==> config.mk <==
export PLATFORM = sky130hd
export DESIGN_NAME = bcd_display_scan
export DESIGN_NICKNAME = d
export VERILOG_FILES = /design/src/rtl/bcd_display_scan.sv
export SDC_FILE = /design/constraint.sdc
export NUM_CORES = 1
export LEC_CHECK = 0
export ABC_AREA = 1
export CAP_MARGIN = 0
export CELL_PAD_IN_SITES_DETAIL_PLACEMENT = 1
export CELL_PAD_IN_SITES_GLOBAL_PLACEMENT = 1
export CORE_UTILIZATION = 46
export CTS_CLUSTER_DIAMETER = 30
export DETAILED_ROUTE_END_ITERATION = 10
export PLACE_DENSITY_LB_ADDON = 0.1
export SYNTH_ARGS = -nofsm -noshare
export SYNTH_HDL_FRONTEND = slang
export SYNTH_SLANG_ARGS = --single-unit
==> constraint.sdc <==
create_clock -name clk_i -period 5.8 [get_ports clk_i]
set_clock_uncertainty 0.1 [all_clocks]
set_input_delay 1.74 -clock clk_i [delete_from_list [all_inputs] [get_ports clk_i]]
set_output_delay 1.74 -clock clk_i [all_outputs]
set_load 0.005 [all_outputs]
==> src/rtl/bcd_display_scan.sv <==
// bcd_display_scan: scans an 8-digit BCD word onto a common-anode display, with tear-free frame-boundary updates
module bcd_display_scan #(
  parameter int NUM_DIGITS  = 8,
  parameter int REFRESH_DIV = 100000
) (
  input  logic                    clk_i,
  input  logic                    rst_ni,
  input  logic                    load_valid_i,
  output logic                    load_ready_o,
  input  logic [4*NUM_DIGITS-1:0] load_bcd_i,
  input  logic                    blank_lz_i,
  output logic [3:0]              digit_o,
  output logic [NUM_DIGITS-1:0]   anode_o,
  output logic [2:0]              digit_idx_o
);
  localparam int PW = (REFRESH_DIV > 2) ? $clog2(REFRESH_DIV) : 1;
  logic [PW-1:0]           presc_q, presc_d;
  logic [2:0]              idx_q, idx_d, msd;
  logic [4*NUM_DIGITS-1:0] display_q, display_d, shadow_q, shadow_d, sel;
  logic                    pending_q, pending_d, tick, wrap, xfer, commit;
  logic [3:0]              digit_q, digit_d;
  logic [NUM_DIGITS-1:0]   anode_q, anode_d;
  always_comb begin
    msd = '0;
    for (int i = 0; i < NUM_DIGITS; i++)
      if (display_q[4*i +: 4] != 4'd0) msd = 3'(i);
  end
  always_comb begin
    tick      = presc_q == PW'(REFRESH_DIV - 1);
    wrap      = tick && idx_q == 3'(NUM_DIGITS - 1);
    xfer      = load_valid_i && !pending_q;
    commit    = wrap && pending_q;
    presc_d   = tick ? '0 : presc_q + PW'(1);
    idx_d     = wrap ? 3'd0 : tick ? idx_q + 3'd1 : idx_q;
    shadow_d  = xfer ? load_bcd_i : shadow_q;
    display_d = commit ? shadow_q : display_q;
    pending_d = xfer || (pending_q && !commit);
    sel       = display_q >> {idx_q, 2'b00};
    digit_d   = sel[3:0];
    // blanked digits keep driving the nibble but leave their anode off
    anode_d   = (blank_lz_i && idx_q > msd) ? '1 : ~(NUM_DIGITS'(1) << idx_q);
  end
  always_ff @(posedge clk_i or negedge rst_ni) begin
    if (!rst_ni) begin
      presc_q   <= '0;
      idx_q     <= '0;
      display_q <= '0;
      shadow_q  <= '0;
      pending_q <= 1'b0;
      digit_q   <= '0;
      anode_q   <= '1;
    end else begin
      presc_q   <= presc_d;
      idx_q     <= idx_d;
      display_q <= display_d;
      shadow_q  <= shadow_d;
      pending_q <= pending_d;
      digit_q   <= digit_d;
      anode_q   <= anode_d;
    end
  end
  assign load_ready_o = !pending_q;
  assign digit_o      = digit_q;
  assign anode_o      = anode_q;
  assign digit_idx_o  = idx_q;
endmodule
==> flow_summary.yaml <==
timing:
  hold_violations: 0
  timing.final.crit_share_pct: 60.0
  max_slew_vio_count: 0
  measured_slew_at_the_worst_slew_check_pin_ns: 1.17
  setup-tns-final_ns: 0
  setup_viol: 0
  unrepaired_setup_endpoints_after_global_routing: "no"
  period_minus_slack_ns: 3.48
  fmax_ghz: 0.287
  timing.max_slew.rel_slack_pct: 21.7
clock_tree:
  worst_skew_late_latency_ns: 0.37
  cts_setup_buffers: 0
  cts_root_buf: "clkbuf_8"
  clkTransAtPathRegs_ns: 0.10
  cts_sinks: 97
  cts_hold_repair.buffers: 0
  number_of_buffers_created_by_cts: 9
  cts-root-to-sink-buffers: 2
  tritoncts: "yes"
  ctsHtreeMaxLevel: 3
  cts_repair_resize_count: 0
setup_path:
  crit_family: "flip-flops"
  critical_path.endpoint_type: "output port"
  cp_slowest_stage_delay_ns: 0.67
  critical_path.startpoint_type: "flip-flop"
  cp.required_ns: 3.96
  worstPathArrival_ns: 1.64
  worst-path-max-fanout: 15
  timing.critical_path.buf_inv: 1
  critical_path.cell_chain: "clkdlybuf4s50_1"
  crit_type: "flip-flop to output port"
  crit_slowest_cell: "dfrtp_1"
pwr:
  static-leakage-power_nw: 2.59
  seqPwrFrac_pct: 59.5
  share_comb_of_total_power_pct: 4.6
  power.clock.fraction_pct: 35.8
  max-vdd-ir-drop_v: 0.000154
  power_density_mw_per_mm2: 227
  cellInternalPower_w: 0.000895
  net_sw_power_w: 0.000292
  power_switching_share_pct: 24.6
global_routing:
  grt_start_max_net_pins: 72
  groute.usage.overall_pct: 23.0
  first_pass_grt_wire_length_um: 17900
  grt_overflow_total: 0
  initial_antenna_violation_count: 0
  grt_pass1_vias: 3697
layout:
  n_antenna_cell: 0
  post-route-util_pct: 56.4
  syn_to_final_growth_pct: 17.8
  fin_nets: 562
  post_route_cells_drive_above_1_share_pct: 12.9
yosys:
  synth_instances: 471
  post_synth.cell_area_avg_um2: 9.44
  synth-compound-area-share_pct: 4.47
  synth.lib_cells_used.distinct: 27
  dominant_combinational_cell_family_by_area_after_synthesis: "simple AND/OR/NAND/NOR gates"
  async_flop_share_pct: 100
  yosys.area.top_type_share_pct: 50.1
  sequential_cell_area_fraction_in_the_yosys_report_pct: 54.8
  synthMuxAreaShare_pct: 8.10
  synth.yosys.warnings: 0
  mappedNetlistNets: 517
  synth_seq_cells: 97
  synth_simple_gate_area_share_pct: 23.3
  count_of_flip_flops_with_a_built_in_enable_after_synthesis: 0
  synth.top_cells.by_area: "dfrtp_1 (50%), nand2_1 (11%), mux2_2 (8.1%)"
  synth_flop_cell: "dfrtp_1"
  synthAdderAreaFrac_pct: 2.81
  yosys.area_share.xor_xnor_pct: 1.97
  top_cell_type_by_total_area_after_synthesis: "dfrtp_1"
  area_of_the_mapped_netlist_mm2: 0.00445
detailed_routing:
  detailed_route_drc_error_count: 0
  drt_iter0_markers: 153
  vias_per_cell: 5.24
  drt_pass1_iterations: 6
  route.antenna.remaining_nets: 0
  finalWirelength_um: 10200
  via_count: 3406
  drt-wirelength-per-cell_um: 15.7
die:
  chipWidth_um: 100
  floorplan.initialDensity_pct: 47.9
  placement_rows: 35
  chipHeight_um: 100
  core_area_mm2: 0.00928
  die_area_mm2: 0.0101
  io-pin-count: 52
outcome:
  status: "finished clean"
placement:
  dp.final_hpwl_um: 7340
  port_buffers: 51
  place_congestion: 0.819
run:
  max_cap_violations: 0
min_path:
  hold_path.class: "flip-flop to flip-flop"
## power groups by stage
stage | Combinational (W) | Sequential (W) | Clock [W]
after CTS | 0.0000570 | 0.000707 | 0.000438
after global placement | 0.0000538 | 0.000718 | 0
after detailed placement | 0.0000570 | 0.000720 | 0
final | 0.0000549 | 0.000707 | 0.000425
after global routing | 0.0000613 | 0.000709 | 0.000463
after floorplan | 0.0000167 | 0.000715 | 0
## worst paths after layout
kind	cells after the start	slack, ns	to	startpoint
setup reg to reg	7	2.65	display_q[13]	digit_idx_o[0]
setup / recovery	1	2.32	digit_idx_o[0]	digit_idx_o[0]
min in group asynchronous	1	1.38	presc_q[6]	rst_ni
hold / removal	2	0.38	display_q[2]	display_q[2]
max in group asynchronous	2	3.31	display_q[15]	rst_ni
hold reg to reg	2	0.38	display_q[2]	display_q[2]
## through the flow
stage | area [um^2] | cells | worst slack (ns) | power [W] | hold slack (ns)
final | 5240 | 650 | 2.32 | 0.00119 | 0.381
after global routing | 5240 | 650 | 2.18 | 0.00123 | 0.412
after CTS | 5240 | 650 | 2.30 | 0.00120 | 0.387
after detailed placement | 5050 | 634 | 1.89 | 0.000777 | 0.363
after global placement | 5050 | 634 | 1.95 | 0.000772 | 0.361
after floorplan | 4450 | 471 | 3.16 | 0.000732 | 0.342
## logic make-up after synthesis
logic type      count (synthesis)
flops                          97
fa+ha+maj                      10
buf+inv                        49
xor+xnor                       10
mux                            32
compound gates                 39
simple gates                  234
## per-layer routing
layer | global-route usage [%] | up-vias | part of all wire, %
met5 | 0 | - | 0
met4 | 9.14 | 0 | 2.3
met3 | 3.76 | 18 | 2.1
met2 | 38.4 | 56 | 48
met1 | 29.9 | 1684 | 47
li1 | - | 1648 | -
## registers in the layout, summed over array words and instances (netlist names)
signal / cells
digit_idx_o: 3
pending_q: 1
display_q: 32
presc_q: 17
shadow_q: 32
digit_o: 4
anode_o: 8
## cell type report
type	count	area [um^2]
fillers	1073	4050
well taps	129	161
clock buffers	9	124
multi-input cells	325	1810
flip-flops and latches	97	2440
inverters	28	105
repair buffers	55	538
clock inverters	7	62.6
## synth_stat cells, types with 3 or more instances
cell type	instances
nand4_1	34
nor3_1	3
ha_1	10
buf_2	13
clkbuf_1	8
xnor2_1	3
mux2_2	32
nor4_1	3
dfstp_2	8
inv_1	26
nand3_1	18
nor2_1	37
xor2_1	7
o21ai_0	25
a21oi_1	10
nand2_1	130
dfrtp_1	89
## placed cells by master (no fill, tap or decap)
cell             instances
nand2_1                130
dfrtp_1                 89
clkdlybuf4s50_1         50
nor2_1                  37
nand4_1                 34
mux2_2                  32
inv_1                   26
o21ai_0                 25
nand3_1                 18
a21oi_1                 10
ha_1                    10
clkbuf_8                 9
dfstp_2                  8
xor2_1                   7
buf_4                    5
nor4_1                   3
nor3_1                   3
xnor2_1                  3
clkinv_4                 3
and2_1                   2
clkinv_1                 2
o22ai_1                  2
nand3_2                  2
or2_2                    2
inv_8                    2
nor3_4                   1
nor2_2                   1
nor3b_1                  1
a31oi_1                  1
o21ai_1                  1
clkinv_2                 1
inv_6                    1
(Power assumes the default switching activity.)
